==> src/rtl/sna_response.sv <==
// SNA response transmitter: turns an AXI-Lite read/write response
// into a header+tail packet on the NoC and acks the AXI side.
module sna_response #(
  parameter int FLIT_W = 37,
  parameter int NUM_VC = 8
) (
  input  logic              clock,
  input  logic              reset,
  input  logic [FLIT_W-1:0] header,
  input  logic [FLIT_W-1:0] tail,
  input  logic              rvalid,
  input  logic              bvalid,
  input  logic [NUM_VC-1:0] is_allocatable,
  input  logic [NUM_VC-1:0] is_on_off,
  output logic [FLIT_W-1:0] noc_data,
  output logic              is_valid,
  output logic              rready,
  output logic              bready
);

  localparam int VC_W  = $clog2(NUM_VC);
  localparam int VC_HI = FLIT_W - 3;

  localparam logic [1:0] IDLE      = 2'd0;
  localparam logic [1:0] WAIT_VC   = 2'd1;
  localparam logic [1:0] SEND_TAIL = 2'd2;
  localparam logic [1:0] ACK       = 2'd3;

  logic [1:0]      state;
  logic            kind_wr;
  logic [VC_W-1:0] vc;

  logic acking;
  logic vc_alloc;
  logic vc_on;

  // A pulse in flight means AXI has not yet dropped valid.
  assign acking   = rready | bready;
  assign vc_alloc = is_allocatable[vc];
  assign vc_on    = is_on_off[vc];

  // Packet sequencer with registered outputs.
  always_ff @(posedge clock) begin
    if (reset) begin
      state    <= IDLE;
      kind_wr  <= 1'b0;
      vc       <= '0;
      noc_data <= '0;
      is_valid <= 1'b0;
      rready   <= 1'b0;
      bready   <= 1'b0;
    end else begin
      is_valid <= 1'b0;
      rready   <= 1'b0;
      bready   <= 1'b0;
      unique case (state)
        IDLE: begin
          if (!acking) begin
            if (rvalid) begin
              kind_wr <= 1'b0;
              vc      <= header[VC_HI -: VC_W];
              state   <= WAIT_VC;
            end else if (bvalid) begin
              kind_wr <= 1'b1;
              vc      <= header[VC_HI -: VC_W];
              state   <= WAIT_VC;
            end
          end
        end
        WAIT_VC: begin
          if (vc_alloc && vc_on) begin
            noc_data <= header;
            is_valid <= 1'b1;
            state    <= SEND_TAIL;
          end
        end
        SEND_TAIL: begin
          if (vc_on) begin
            noc_data <= tail;
            is_valid <= 1'b1;
            state    <= ACK;
          end
        end
        ACK: begin
          rready <= ~kind_wr;
          bready <= kind_wr;
          state  <= IDLE;
        end
        default: state <= IDLE;
      endcase
    end
  end

endmodule

==> config.mk <==
export PLATFORM = sky130hd
export DESIGN_NAME = sna_response
export DESIGN_NICKNAME = d
export VERILOG_FILES = /design/src/rtl/sna_response.sv
export SDC_FILE = /design/constraint.sdc
export NUM_CORES = 1
export LEC_CHECK = 0
export ABC_CLOCK_PERIOD_IN_PS = 1740
export CORE_UTILIZATION = 34
export DETAILED_ROUTE_END_ITERATION = 8
export GPL_ROUTABILITY_DRIVEN = 1
export HOLD_SLACK_MARGIN = 0.15
export PLACE_DENSITY_LB_ADDON = 0.25
export SYNTH_ARGS = -nofsm -noshare
export SYNTH_HDL_FRONTEND = slang
export SYNTH_SLANG_ARGS = --single-unit
==> constraint.sdc <==
create_clock -name clock -period 1.74 [get_ports clock]
set_input_delay 0.261 -clock clock [delete_from_list [all_inputs] [get_ports clock]]
set_output_delay 0.261 -clock clock [all_outputs]
set_load 0.02 [all_outputs]
Yosys cells after proc, flatten, opt, wreduce, memory -nomap -nowiden

Cells that the tools add are included.

Word-level logic and storage cells: 47
Register bits: 46
Input bits: 94

Eq/ne operators: 7
Multiplexer cells: 20
Bitwise gates (word level): 4
Magnitude comparators: 1
Reduce and logical (&&, ||, !) cells: 8

Operators with widths:

| kind               | count |
|---|---|
| $mux 37            | 2 |
| $pmux 37 s2        | 1 |
| $mux 2             | 5 |
| $pmux 2 s4         | 1 |
| $bmux 1 s3         | 2 |
| $mux 1             | 6 |
| $mux 3             | 2 |
| $ne 2x2->1 const B | 3 |
| $reduce_and 3->1   | 2 |
| $eq 2x2->1 const B | 2 |
| $lt 3x4->1 const B | 1 |
| $reduce_and 4->1   | 1 |
| $reduce_bool 2->1  | 2 |
| $ne 3x3->1 const B | 1 |
| $not 1->1          | 3 |
| $eq 2x1->1 const B | 1 |
| $logic_not 2->1    | 1 |
| $pmux 1 s2         | 1 |
| $reduce_or 2->1    | 1 |
| $logic_and 1x1->1  | 1 |
| $or 1x1->1         | 1 |

Longest topological paths before layout

Gate-level depths: netlist (run 1).

Depth in word-level cells: 5
Mapped depth: 9
Mapped depth without buffers: 6

Least setup slack after synthesis (run 1)

OpenSTA, ideal clock, no wires.

Path type: flip-flop to flip-flop
Start: reg vc[0]
End: reg noc_data[10]
Cell stages (with the launch flop): 8
Data arrival time: 1.708 ns
Period minus slack after synthesis: 1.799 ns
Buffers on the path: 3
Path slack: -0.059 ns
Setup time: 0.091 ns
Path through: dfxtp_1 > buf_4 > mux2_1 > nor3b_1 > o41ai_2 > buf_4 > buf_2 > a311oi_1

Cells in the longest elaborated chain, start to end: 5

Ends and longest elaborated chain:

| item                          | RTL line | text |
|---|---|---|
| start, declared               | 31       | `logic [VC_W-1:0] vc;` |
| start signal, assigned        | 61       | `vc <= header[VC_HI -: VC_W];` |
| start signal, assigned        | 65       | `vc <= header[VC_HI -: VC_W];` |
| $bmux 1 s3 (on tied branches) | 39, 40   |  |
| $mux 1 (on tied branches)     | 39, 40   |  |
| $logic_and 1x1->1             | 71       | `if (vc_alloc && vc_on) begin` |
| $ne 2x2->1 (no line)          | n/a      |  |
| $reduce_and 3->1 (no line) *  | n/a      |  |
| end signal, assigned          | 72       | `noc_data <= header;` |
| end signal, assigned          | 79       | `noc_data <= tail;` |
| end, declared                 | 15       | `output logic [FLIT_W-1:0] noc_data,` |

Every way passes the cells marked *; elsewhere a longest branch is shown, timed or not. The select of a mux whose other input is x is not followed.
A chain may end at the register's enable or synchronous reset.

Final worst setup path (run 1)

Start: reg vc[0]
End: reg noc_data[11]

Same word-level chain as after synthesis.

==> impl_metrics.ini, run 1 <==
[worst_hold_path]
hold_path.class = input port to register

[clock_network]
worstSkewPairLatency_ns = 0.30
clock_sinks = 46
cts_buffers = 5
htreeDepth = 2
clk_pin_slew_worst_paths_ns = 0.09
cts_buffer_depth = 2
cts_root_buf = clkbuf_8
cts_tree = built
ctsHoldBuffers = 0

[drt]
first_pass_iters = 6
via_count = 2379
drtIter0Drc = 70
drt_drc_violations_left = 0
ant_nets = 0
vias_per_cell = 5.24
totalWireLength_um = 7180
routedWlPerCell_um = 15.8

[sta]
timing.slew.headroom = 0.670
holdWs_ns = 0.387
fin_skew_ns = 0.00490
maxSlewViolCount = 0
hold_violations = 0
setup-violations-final = 40
period_needed_ns = 1.96
fin_crit_sh = 1.13
final.setup.worst_slack_ns = -0.225
max_freq_mhz = 509
tightest_slew_ns = 0.494
rsz0062_at_grt = yes
finalSetupTns_ns = -4.68

[synth]
ys_types = 29
netlist_area_um2 = 2330
synth_seq_cells = 46
synth_area_leaders = dfxtp_1 (40%), mux2i_1 (20%), a311oi_1 (14%)
synth-edff-count = 0
yosys_warnings = 0
synth_cells = 232
synthArstFlopShare = 0
yosysTopAreaCell = dfxtp_1
syn_avg_cell_area_um2 = 10.0
yosysSeqAreaShare = 0.396
netlist.area_leader.share = 0.396
synth_nets = 330
synth_flop_cell = dfxtp_1

[setup_path]
cp-end-kind = register
critPathKind = register to register
crit_chain = mux2i_1, mux4_2, nor2_4, buf_12, buf_8, buf_16, a21oi_1, a311oi_1
crit_required_ns = 1.95
path_max_fanout = 9
cpPeakStageDelay_ns = 0.52
slowest_stage = mux4_2
start_kind = register
critPathArrivalTime_ns = 2.17

[placement]
dp.cells = 433
dp_hpwl_um = 4920
post-place-ws_ns = -0.491
port_buffers = 133
place.gp.congestion = 0.730

[status]
outcome = finished, violations left
violations = setup timing

[die]
coreArea_um2 = 6460
initial_core_util = 0.360
die_h_um = 84.7
die_area_um2 = 7180
pin_count = 134
row_count = 29
die_w_um = 84.7

[layout]
diodes = 0
final_layout_size_suffix_gt1_frac = 0.154
utilization = 0.646
area_delta_synth_final_pct = 79.3
fin_cells = 454
fin_nets = 474

[global_route]
grt_overflow_total = 0
grt_pass1_vias = 2467
gr-usage-all-layers = 0.206
grt_pass1_wl_um = 11700
grt_max_degree = 29
antenna_found_initial = 0

[power]
irDropWorstVdd_mv = 0.607
total_leakage_power_nw = 1.47
powerDensity_nw_per_um2 = 1450

[job]
cap_violations = 0
## final timing paths
check / slack [ns] / startpoint / endpoint / depth (start not counted)
min reg2reg: 0.45 / kind_wr$_SDFFE_PP0P_ / rready$_SDFF_PP0_ / 1
max: -0.22 / vc[0]$_SDFFE_PP0P_ / noc_data[11]$_SDFFE_PP0P_ / 8
max reg2reg: -0.22 / vc[0]$_SDFFE_PP0P_ / noc_data[11]$_SDFFE_PP0P_ / 8
min: 0.39 / reset / vc[2]$_SDFFE_PP0P_ / 2
## repair_timing
item	in CTS	in global routing
pin swaps	5	0
resized for setup	15	7
setup endpoints to repair	40	43
setup buffers	10	0
gates cloned	4	0
## flip-flops by register name, indices dropped and copies added, names as in the netlist
signal    flops
bready        1
kind_wr       1
rready        1
is_valid      1
vc            3
noc_data     37
state         2
## worst max-delay path, delay by kind of cell (launching register included)
kind	cells	cell delay, ns
DFF	1	0.40
and+or+nand+nor	1	0.13
AOI/OAI and AO/OA	2	0.30
muxes	2	0.65
buffers and inverters	3	0.38
## power by group
group          switching, mW  internal (mW)  leakage [nW]  total [mW]
Sequential             0.247           1.45         0.378        1.70
Clock                  0.368          0.320        0.0472       0.688
Combinational           1.71           1.96          1.05        3.67
Total                   2.33           3.73          1.47        6.06
## cell usage after synthesis, drive strengths merged, types with 2 or more instances
cell type,instances
a21oi,39
a311oi,37
buf,18
clkbuf,10
dfxtp,46
ha,4
inv,2
mux2,2
mux2i,46
nand2b,2
nor2,10
nor3b,3
o21ai,2
## metrics by stage
stage	total power, mW	area, µm²
finish	6.06	4170
global route	6.42	4170
CTS	6.03	4150
detailed placement	4.87	3830
global placement	4.79	3830
floorplan	3.53	2350
## metal layers
metal,GRT usage,vias up,share of wire
met5,0,-,0
met4,0.0616,0,0.015
met3,0.0560,11,0.056
met2,0.373,78,0.52
met1,0.235,1100,0.41
li1,-,1190,-
## layout make-up
class | instances | area, µm²
Fill cell | 546 | 2290
Timing Repair Buffer | 165 | 1740
Multi-Input combinational cell | 156 | 1300
Sequential cell | 46 | 926
Tap cell | 77 | 96.3
Clock buffer | 6 | 82.6
Clock inverter | 2 | 12.5
Inverter | 2 | 7.51
## cell families (layout without fill, tap and decap cells)
logic type / after synthesis / after routing / share of synthesized area
adders and majority gates: 4 / 4 / 0.0215
DFF: 46 / 46 / 0.396
and+or+nand+nor: 21 / 21 / 0.0506
buffers and inverters: 30 / 175 / 0.0689
AOI/OAI and AO/OA: 82 / 82 / 0.246
muxes: 49 / 49 / 0.217
## cells in the final DEF (no fill, tap or decap), types with 2 or more instances in the layout
cell type	instances
nand2b_1	2
nor3b_2	2
inv_1	2
buf_8	2
mux2i_1	46
clkbuf_8	6
nor2_1	9
ha_1	3
buf_16	3
a21oi_1	38
buf_12	7
buf_6	4
dfxtp_1	44
clkdlybuf4s50_1	132
a311oi_1	37
buf_4	16
Power figures use the tool's default switching activity.
==> inputs of run 2 (changes only) <==
--- a/config.mk
+++ b/config.mk
@@ -5,11 +5,12 @@
 export SDC_FILE = /design/constraint.sdc
 export NUM_CORES = 1
 export LEC_CHECK = 0
+export ABC_AREA = 1
 export ABC_CLOCK_PERIOD_IN_PS = 1740
-export CORE_UTILIZATION = 34
+export CORE_UTILIZATION = 37
 export DETAILED_ROUTE_END_ITERATION = 8
 export GPL_ROUTABILITY_DRIVEN = 1
-export HOLD_SLACK_MARGIN = 0.15
+export HOLD_SLACK_MARGIN = 0.03
 export PLACE_DENSITY_LB_ADDON = 0.25
 export SYNTH_ARGS = -nofsm -noshare
 export SYNTH_HDL_FRONTEND = slang
==> run 2 against run 1 <==
  * The flow now finishes without violations
  * Clock power increased by 41%
  * Cell count rose by 35%
  * Sequential share of layout area down 0.75 points
  * Area after synthesis is 15% higher
  * Setup slack gained 0.39 ns
  * Largest power group unchanged
==> impl_metrics.ini, run 2 <==
[synth]
synth_cells = 386
synth_flop_cell = dfxtp_1
synthArstFlopShare = 0
synth_area_leaders = dfxtp_1 (35%), nand2_1 (24%), nand3_2 (7.9%)
yosys_warnings = 0
yosysTopAreaCell = dfxtp_1
yosysSeqAreaShare = 0.345
synth_seq_cells = 46
synth-edff-count = 0
synth_nets = 484
synthTopCellsByCount = nand2_1 (173), dfxtp_1 (46), nand3_1 (29)
ys_types = 25
syn_avg_cell_area_um2 = 6.91
netlist_area_um2 = 2670
netlist.area_leader.share = 0.345
synth_most_common_cell = nand2_1

[drt]
ant_nets = 0
via_count = 2806
totalWireLength_um = 7360
drt_drc_violations_left = 0
drtIter0Drc = 87
first_pass_iters = 4
routedWlPerCell_um = 12.0
vias_per_cell = 4.56

[layout]
final_common_cell = nand2_1
largest_register_ffs = 37
utilization = 0.627
fillers = 622
final_layout_size_suffix_gt1_frac = 0.152
final_cell_mix = nand2_1 (173), clkdlybuf4s50_1 (132), dfxtp_1 (44)
postLayoutCellArea_um2 = 4310
fin_cells = 615
fin_nets = 616
diodes = 0
area_delta_synth_final_pct = 61.4
reg_top3 = noc_data x37, vc x3, state x2
largest_register = noc_data

[placement]
placed_area_um2 = 4120
place.gp.congestion = 0.786
dp_hpwl_um = 5520
port_buffers = 133
dp.cells = 606

[clock_network]
ctsHoldBuffers = 0
clk_pin_slew_worst_paths_ns = 0.09
cts_buffers = 5
worstSkewPairLatency_ns = 0.29
cts_root_buf = clkbuf_8
cts_tree = built
clock_sinks = 46
cts_buffer_depth = 2
htreeDepth = 2

[die]
die_w_um = 86.9
pin_count = 134
initial_core_util = 0.388
coreArea_um2 = 6870
die_area_um2 = 7550
row_count = 30
die_h_um = 86.9

[setup_path]
slowest_stage = dfxtp_2
cpPeakStageDelay_ns = 0.34
crit_chain = inv_1, ha_1, nor2_1, buf_4, nor2_8, buf_12, nand3_1, a21oi_1
start_kind = register
regToRegSetupSlack_ns = 0.16
critPathArrivalTime_ns = 1.80
cp-end-kind = register
path_max_fanout = 17
crit_required_ns = 1.97
critPathKind = register to register
cp-startpoint = state[0]$_SDFFE_PP0P_
regToRegStartpoint = state[0]$_SDFFE_PP0P_

[sta]
setup-violations-final = 0
timing.slew.headroom = 0.826
tightest_slew_ns = 0.261
rsz0062_at_grt = no
maxSlewViolCount = 0
finalSetupTns_ns = 0
fin_crit_sh = 0.907
max_freq_mhz = 633
hold_violations = 0
fin_skew_ns = 0.00604
period_needed_ns = 1.58

[global_route]
grt_max_degree = 38
gr-usage-all-layers = 0.196
grt_pass1_wl_um = 11700
grt_overflow_total = 0
antenna_found_initial = 0
grt_pass1_vias = 2612

[power]
power_mw = 5.95
total_leakage_power_nw = 1.81
powerDensity_nw_per_um2 = 1380
irDropWorstVdd_mv = 0.731

[worst_hold_path]
hold_path.class = input port to register
worstHoldStart = reset

[job]
cap_violations = 0

[status]
outcome = finished, final reports clean
-- run 2: final timing paths --
kind,end,depth (start not counted)
worst max-delay path,noc_data[11]$_SDFFE_PP0P_,8
worst min-delay path,noc_data[18]$_SDFFE_PP0P_,2
worst max register to register,noc_data[11]$_SDFFE_PP0P_,8
worst min register to register,rready$_SDFF_PP0_,1
-- run 2: per-layer routing --
| layer | track usage | up-vias | share of wire |
|---|---|---|---|
| li1 | - | 1478 | - |
| met1 | 0.238 | 1242 | 0.43 |
| met2 | 0.344 | 81 | 0.50 |
| met3 | 0.0512 | 5 | 0.061 |
| met4 | 0.0485 | 0 | 0.0064 |
| met5 | 0 | - | 0 |
-- run 2: kinds of logic (layout without fill, tap and decap cells) --
logic type,Yosys count,after routing,synth area share
adder cells (fa/ha/maj),4,4,0.0188
AND/OR/NAND/NOR,239,239,0.418
AO/OA/AOI/OAI,47,47,0.116
buffers and inverters,50,183,0.101
flip-flops,46,46,0.345
-- run 2: through the flow --
step / hold WS [ns] / worst slack, ns
after floorplan: 0.398 / 0.195
after global placement: 0.404 / -0.0893
after detailed placement: 0.417 / -0.127
after CTS: 0.296 / 0.0166
after global routing: 0.309 / 0.0322
final: 0.294 / 0.161
-- run 2: worst max-delay path: cells and delay by family (launching register included) --
kind / cells / cell delay [ns]
and+or+nand+nor: 3 / 0.35
adders and majority gates: 1 / 0.23
buffers and inverters: 3 / 0.43
DFF: 1 / 0.34
AOI/OAI and AO/OA: 1 / 0.16
-- run 2: final cells by class --
cell class,count,area [µm²],share of cell area
clock buffers,6,82.6,0.0192
clock inverters,2,60.1,0.0139
repair buffers,149,1530,0.355
flip-flops and latches,46,923,0.214
well taps,96,120,0.0279
inverters,26,104,0.0241
multi-input cells,290,1490,0.345
-- run 2: what timing repair did --
action / 4_1_cts / 5_1_grt
buffers inserted: 0 / 0
gates resized for setup: 0 / 5
setup endpoints to repair: 0 / 39
-- run 2: power by group --
| part | switching (mW) | total, mW | internal, mW |
|---|---|---|---|
| logic | 1.93 | 3.43 | 1.50 |
| clock network | 0.360 | 0.973 | 0.613 |
| registers | 0.184 | 1.54 | 1.36 |
| total | 2.47 | 5.95 | 3.47 |
